**src/rtl/hazard_control_unit.sv**
```systemverilog
// Stall/flush controller for the 5-stage RV32I pipeline: load-use, branch-after-load,
// taken-branch flush and data-memory freeze, plus saturating stall/flush counters.
module hazard_control_unit #(
    parameter int NB_OPERAND = 5,
    parameter int NB_COUNTER = 32
) (
    input  logic                  i_clk,
    input  logic                  i_rst,
    input  logic [NB_OPERAND-1:0] i_if_id_rs1,
    input  logic [NB_OPERAND-1:0] i_if_id_rs2,
    input  logic                  i_if_id_use_rs1,
    input  logic                  i_if_id_use_rs2,
    input  logic                  i_if_id_branch,
    input  logic                  i_branch_taken,
    input  logic [NB_OPERAND-1:0] i_id_ex_rd,
    input  logic                  i_id_ex_mem_read,
    input  logic [NB_OPERAND-1:0] i_ex_mem_rd,
    input  logic                  i_ex_mem_mem_read,
    input  logic                  i_dmem_req,
    input  logic                  i_dmem_ready,
    input  logic                  i_cnt_clear,
    output logic                  o_pc_write,
    output logic                  o_if_id_write,
    output logic                  o_if_id_flush,
    output logic                  o_id_ex_bubble,
    output logic                  o_id_ex_write,
    output logic                  o_ex_mem_write,
    output logic                  o_mem_wb_write,
    output logic [NB_COUNTER-1:0] o_stall_cycles,
    output logic [NB_COUNTER-1:0] o_flush_count
);

    typedef enum logic [1:0] {
        RUN          = 2'd0,
        BR_LOAD_WAIT = 2'd1,
        FREEZE       = 2'd2
    } state_t;

    localparam logic [NB_COUNTER-1:0] CNT_ONE = NB_COUNTER'(1);
    localparam logic [NB_COUNTER-1:0] CNT_MAX = '1;

    state_t state, next_state;
    state_t ret_state, next_ret_state;
    state_t eval_state;

    logic lu, brmem, busy;

    always_comb begin
        lu = i_id_ex_mem_read && (i_id_ex_rd != '0) &&
             ((i_if_id_use_rs1 && (i_if_id_rs1 == i_id_ex_rd)) ||
              (i_if_id_use_rs2 && (i_if_id_rs2 == i_id_ex_rd)));
        brmem = i_if_id_branch && i_ex_mem_mem_read && (i_ex_mem_rd != '0) &&
                ((i_if_id_use_rs1 && (i_if_id_rs1 == i_ex_mem_rd)) ||
                 (i_if_id_use_rs2 && (i_if_id_rs2 == i_ex_mem_rd)));
        busy = i_dmem_req && !i_dmem_ready;
    end

    always_ff @(posedge i_clk) begin
        if (i_rst) begin
            state     <= RUN;
            ret_state <= RUN;
        end else begin
            state     <= next_state;
            ret_state <= next_ret_state;
        end
    end

    // Leaving FREEZE replays the saved state's decision in the same cycle.
    always_comb begin
        o_pc_write     = 1'b1;
        o_if_id_write  = 1'b1;
        o_if_id_flush  = 1'b0;
        o_id_ex_bubble = 1'b0;
        o_id_ex_write  = 1'b1;
        o_ex_mem_write = 1'b1;
        o_mem_wb_write = 1'b1;
        next_state     = state;
        next_ret_state = ret_state;
        eval_state     = (state == FREEZE) ? ret_state : state;

        if (busy) begin
            o_pc_write     = 1'b0;
            o_if_id_write  = 1'b0;
            o_id_ex_write  = 1'b0;
            o_ex_mem_write = 1'b0;
            o_mem_wb_write = 1'b0;
            next_state     = FREEZE;
            if (state != FREEZE)
                next_ret_state = state;
        end else begin
            next_ret_state = RUN;
            case (eval_state)
                BR_LOAD_WAIT: begin
                    o_pc_write     = 1'b0;
                    o_if_id_write  = 1'b0;
                    o_id_ex_bubble = 1'b1;
                    next_state     = RUN;
                end
                default: begin
                    next_state = RUN;
                    if (lu || brmem) begin
                        o_pc_write     = 1'b0;
                        o_if_id_write  = 1'b0;
                        o_id_ex_bubble = 1'b1;
                        if (lu && i_if_id_branch)
                            next_state = BR_LOAD_WAIT;
                    end else if (i_if_id_branch && i_branch_taken) begin
                        o_if_id_flush = 1'b1;
                    end
                end
            endcase
        end

        if (i_rst) begin
            o_pc_write     = 1'b1;
            o_if_id_write  = 1'b1;
            o_if_id_flush  = 1'b0;
            o_id_ex_bubble = 1'b0;
            o_id_ex_write  = 1'b1;
            o_ex_mem_write = 1'b1;
            o_mem_wb_write = 1'b1;
        end
    end

    always_ff @(posedge i_clk) begin
        if (i_rst || i_cnt_clear) begin
            o_stall_cycles <= '0;
            o_flush_count  <= '0;
        end else begin
            if (!o_pc_write && (o_stall_cycles != CNT_MAX))
                o_stall_cycles <= o_stall_cycles + CNT_ONE;
            if (o_if_id_flush && (o_flush_count != CNT_MAX))
                o_flush_count <= o_flush_count + CNT_ONE;
        end
    end

endmodule

```
**config.mk**
```make
export PLATFORM = sky130hd
export DESIGN_NAME = hazard_control_unit
export DESIGN_NICKNAME = d
export VERILOG_FILES = /design/src/rtl/hazard_control_unit.sv
export SDC_FILE = /design/constraint.sdc
export NUM_CORES = 1
export LEC_CHECK = 0
export CORE_ASPECT_RATIO = 1.25
export CORE_MARGIN = 2
export CORE_UTILIZATION = 23
export DETAILED_ROUTE_END_ITERATION = 8
export PLACE_DENSITY_LB_ADDON = 0.12
export SYNTH_ARGS = -nofsm -noshare
export SYNTH_HDL_FRONTEND = slang
export SYNTH_SLANG_ARGS = --single-unit
```
**constraint.sdc**
```tcl
create_clock -name i_clk -period 3.16 [get_ports i_clk]
set_input_delay 0.632 -clock i_clk [delete_from_list [all_inputs] [get_ports i_clk]]
set_output_delay 0.632 -clock i_clk [all_outputs]
set_load 0.1 [all_outputs]
```
Word-level counts from Yosys, hierarchy flattened

Index checks and enable logic that the tools add are counted.

Logic and storage cells: 62
Output and inout port bits: 71
Register bits after elaboration: 68
Input bits: 31

Mux-type cells: 20
Eq/ne operators: 9
Bitwise logic cells: 2
Reduce and logical (&&, ||, !) cells: 24
$add $sub $neg: 2

Operators by type and width:

| operator              | number |
|---|---|
| $add 32x1->32 const B | 2 |
| $ne 32x32->1 const B  | 2 |
| $eq 5x5->1            | 4 |
| $mux 1                | 18 |
| $logic_and 1x1->1     | 14 |
| $reduce_bool 5->1     | 2 |
| $logic_or 1x1->1      | 4 |
| $mux 2                | 2 |
| $reduce_or 4->1       | 1 |
| $eq 2x1->1 const B    | 1 |
| $eq 2x2->1 const B    | 1 |
| $logic_not 1->1       | 2 |
| $ne 2x2->1 const B    | 1 |
| $not 1->1             | 2 |
| $reduce_or 2->1       | 1 |

Longest topological paths before layout

Depth in word-level cells: 11
Mapped depth: 10
Gate-level depth less buffers: 8

Worst setup path after synthesis

Ideal clock, no wire load.

Kind: input-to-output
Start point: input port i_ex_mem_rd[0]
End point: output port o_if_id_flush
Buffers on the path: 0
Path slack: -1,121 ps
Stages: 4
Arrival: 3,649 ps
Data required time: 2,528 ps
Cells stage by stage: or3_1 -> o311a_1 -> a22o_1 -> nor3_1

Word-level cells in the longest chain between the ends: 9
Elaborated cells on any way between the ends: 13
Those cells by class: eq/ne: 2; mux: 4; reduce/logical: 7

RTL lines:

| element                                     | line   | RTL |
|---|---|---|
| start: declaration                          | 17     | `input logic [NB_OPERAND-1:0] i_ex_mem_rd,` |
| $eq 5x5->1, on equally long branches        | 53, 54 |  |
| $logic_and 1x1->1, on equally long branches | 53, 54 |  |
| $logic_or 1x1->1                            | 53     | `((i_if_id_use_rs1 && (i_if_id_rs1 == i_ex_mem_rd)) \|\|` |
| $logic_and 1x1->1 (*)                       | 52     | `brmem = i_if_id_branch && i_ex_mem_mem_read && (i_ex_mem_rd != '0) &&` |
| $logic_or 1x1->1 (*)                        | 101    | `if (lu \|\| brmem) begin` |
| $mux 1 (*)                                  | 101    |  |
| $mux 1 (*)                                  | 92     | `case (eval_state)` |
| $mux 1 (*)                                  | 81     | `if (busy) begin` |
| $mux 1 (*)                                  | 114    | `if (i_rst) begin` |
| end: declaration                            | 24     | `output logic o_if_id_flush,` |

Every way passes the cells marked *; elsewhere a longest branch is shown, timed or not.

Final worst setup path

Start point: input port i_ex_mem_rd[1]
End point: output port o_pc_write

Word-level cells in the longest chain between the ends: 9
Elaborated cells on any way between the ends: 13
Those cells by class: eq/ne: 2; mux: 4; reduce/logical: 7

RTL lines:

| element                                     | line   | RTL |
|---|---|---|
| $eq 5x5->1, on equally long branches        | 53, 54 |  |
| $logic_and 1x1->1, on equally long branches | 53, 54 |  |
| $logic_or 1x1->1                            | 53     |  |
| $logic_and 1x1->1 (*)                       | 52     |  |
| $logic_or 1x1->1 (*)                        | 101    |  |
| $mux 1 (*)                                  | 101    |  |
| $mux 1 (*)                                  | 92     |  |
| $mux 1 (*)                                  | 81     |  |
| $mux 1 (*)                                  | 114    |  |
| end: declaration                            | 22     | `output logic o_pc_write,` |

Marks and branches as above.

==> results summary <==
Setup repair after global routing left no endpoint under its margin. The number of global-route vias before repair is between 3000 and 4000. The period utilization is just under 100%. The smallest clock period supported by the final layout is computed as 3.11 ns.

The worst relative slew slack came out at about half. The power per cell area is ~400 nW/µm². The number of cells after detailed placement is between 700 and 800. The number of failing hold endpoints at the final stage is 0. Counting flops with an async set or reset pin after synthesis yields a share of 0%. In this run the most critical hold path is launched from ret_state[0]$_SDFFE_PP0N_.

The number of inserted filler cells in the final layout came out at 1576. The met3 routed wirelength is around 570 µm. The initial antenna violation count is 0. The total routing usage reported by global routing came out at approximately 13%.

The routability congestion estimate came out at roughly 0.81. The run finished with clean final reports. The number of pins exceeding their max-slew limit in the final report is 0. In this run the core area contains 50 standard-cell rows.

The wire length of the first global-routing pass came out at approximately 18000 µm. For hold timing, the worst endpoint is ret_state[0]$_SDFFE_PP0N_. The final wirelength came out at around 11000 µm.

The vertical extent of the die came out at 143 µm. The worst setup slack after placement came out at -0.122 ns. The worst setup path is launched from an input pin. The remaining routing DRC violations came out at 0. The required arrival time at the worst endpoint is ~2.5 ns. Counting every instance in the synthesized netlist gives 440.

The worst hold margin is a little over 0.5 ns. STA classifies the critical path endpoint as an output port. The residual antenna-violating net count after detailed routing came out at 0. The number of cells on the worst reg-to-reg path came out at 7. A synthesized cell averages just over 8 µm². Leaving out filler cells and counting taps, the final layout contains between 700 and 800. The largest net degree at the start of global routing is 27. The detailed router used layers up to and including met4. The worst register-to-register path ends at o_flush_count[15]$_SDFFE_PP0P_. The vias per cell came out at roughly 4.6. The maximum clock path buffer count came out at 2. The multi-input combinational cells in the finished layout cover a total of between 2000 and 2500 µm². The die width is approximately 120 µm. Setup slack closes at 0.0544 ns. The number of clock buffers added by TritonCTS is 9. The leading register cell type out of synthesis is dfxtp_1. In the final timing run, aggregate negative setup slack is 0 ns.

The routed wire length per instance is 13.9 µm. The analysis attributes to cell leakage a power of between 1.5 and 2 nW. The source-to-sink clock delay at the later pin of the worst-skew pair came out at between 0.3 and 0.4 ns. The number of instances on the worst hold path is 2. IR analysis of the VDD net gives a maximum drop of approximately 0.22 mV. The critical path start-end classification is in -> out.

The starting density of the core is 23.6%. For this block, wires on met1 add up to 4490 µm. The residual overflow from global routing is 0. The startpoint of the lowest-slack register-to-register path is o_flush_count[2]$_SDFFE_PP0P_. The total number of vias is roughly 3600. The top cell types in the final layout, fill and taps aside, are buf_4 (83), dfxtp_1 (68), nor2_1 (55). The most frequent standard cell in the layout excluding fill and tap cells is buf_4. The area of the mapped netlist came out at roughly 3600 µm². The data arrival time of the critical path is between 2 and 2.5 ns.

The area added between synthesis and finish is 48.5%. Across the whole layout, storage elements account for ~1400 µm². The yosys synthesis warning count is 0. The post-synthesis sequential area ratio is about two fifths. After routing the design area is ~5300 µm².

The number of nets in the synthesized netlist is ~470. After detailed routing, the met2 layer carries roughly 5400 µm of wire. The number of I/O pins is 102. At the pin with the least slew margin, the transition time is 0.741 ns. In this run the worst hold path is classified as reg -> reg. The count of flip-flops with a built-in enable after synthesis is 0. Cells fill between 30% and 40% of the core in the end. The upper clock frequency limit is 322 MHz. The TritonCTS clock tree is built.

After synthesis the netlist holds a flip-flop and latch count of 68. The number of detailed-route iterations in the first pass is 4. In this run, the number of DRC markers left after iteration 0 of detailed routing was approximately 130. The share of post-route cells with drive strength above 1 came out at between 20% and 30%. The floorplan step defined a core boundary enclosing 15100 µm². The reported max-cap violation count is 0.

The root buffer cell chosen for the clock tree is clkbuf_16. Setup violations remaining at the end of the flow were counted as 0. The number of nets in the layout is 588. The die footprint came out at ~16000 µm². The total inserted antenna cells came out at 0.

Port buffering added slightly above 100 buffers. The clock skew after layout came out at 0.00878 ns. The level count of the clock H-tree came out at 3. Clock-pin slew was measured on the worst setup and hold paths at ~0.060 ns. The number of distinct library cell variants in the gate-level netlist after synthesis is 46. The completed layout was analyzed and its total power is 2.12 mW. The sink count of the clock tree is roughly 70. The largest fanout on the critical path is 2.

The HPWL reported at the end of detailed placement is between 8000 and 9000 µm. In this run the cell area measured after placement is 4840 µm². The slack of the worst reg-to-reg path is 0.59 ns.
cells in the mapped netlist, types with 2 or more instances:
master / number / area [µm²]
a21oi_1: 28 / 140
and2_1: 5 / 31.3
and3_1: 12 / 75.1
and4_1: 4 / 35.0
buf_2: 3 / 15.0
buf_4: 3 / 22.5
clkbuf_1: 9 / 33.8
dfxtp_1: 68 / 1360
ha_1: 2 / 25.0
inv_1: 8 / 30.0
nand2_1: 33 / 124
nand3_1: 29 / 145
nand4_1: 25 / 156
nor2_1: 56 / 210
nor2b_1: 2 / 12.5
nor3_1: 13 / 65.1
nor3_2: 2 / 20.0
nor4_1: 2 / 12.5
nor4_2: 2 / 25.0
o21a_1: 3 / 22.5
o21ai_0: 25 / 125
o22ai_1: 2 / 12.5
or3_1: 28 / 175
or4_1: 3 / 22.5
xnor2_1: 43 / 377
xor2_1: 10 / 87.6
registers in the layout, indices dropped and copies added (netlist names):
| register | flops |
|---|---|
| o_flush_count | 32 |
| o_stall_cycles | 32 |
| ret_state | 2 |
| state | 2 |
worst max-delay path by stage:
stage	slack, ns	depth (start not counted)	from	endpoint
detailed placement	-0.12	7	i_id_ex_rd[2]	o_id_ex_bubble
global placement	-0.08	7	i_ex_mem_rd[0]	o_id_ex_bubble
floorplan	0.05	8	i_if_id_rs2[0]	o_pc_write
global route	0.002	8	i_if_id_rs1[2]	o_if_id_write
finish	0.05	7	i_ex_mem_rd[1]	o_pc_write
CTS	0.006	9	i_id_ex_rd[1]	o_id_ex_bubble
area by class of cell:
type | instances | share of cell area, %
clock buffer | 11 | 4.79
clock inverter | 5 | 1.11
inverter | 8 | 0.640
multi-input combinational | 346 | 41.6
sequential | 68 | 25.8
tap | 208 | 4.93
timing repair buffer | 122 | 21.2
worst max-delay path, cell delays in order:
cell and delay (ns):
clkdlybuf4s50_1 0.43, or3_1 0.37, o311a_4 0.38, a22oi_4 0.23
a21oi_4 0.10, clkinvlp_4 0.14, buf_12 0.18
report_power, final:
part / leakage, nW / internal, mW / switching (mW)
clock: 0.148 / 0.656 / 0.408
combinational: 1.21 / 0.0905 / 0.107
sequential: 0.548 / 0.858 / 0.00163
what timing repair did:
| action | 4_1_cts | 5_1_grt |
|---|---|---|
| hold buffers | 0 | 0 |
| endpoints found under the setup margin | 4 | 4 |
| gates resized for setup | 5 | 20 |
| buffers inserted | 0 | 1 |
| pin swaps | 4 | 12 |
per-layer routing:
| metal | vias up | GRT usage, % |
|---|---|---|
| met3 | 18 | 3.65 |
| met1 | 1654 | 15.0 |
| li1 | 1794 | - |
| met2 | 89 | 24.1 |
| met5 | - | 0 |
| met4 | 0 | 5.39 |
kinds of logic after synthesis:
logic type | after synthesis | share of synthesized area (%)
AND/OR/NAND/NOR | 221 | 32.6
AO/OA/AOI/OAI | 69 | 11.5
flip-flops | 68 | 38.3
XOR/XNOR | 53 | 13.1
buffers and inverters | 26 | 3.55
adder cells (fa/ha/maj) | 2 | 0.704
multiplexers | 1 | 0.282
(Power assumes the default switching activity.)
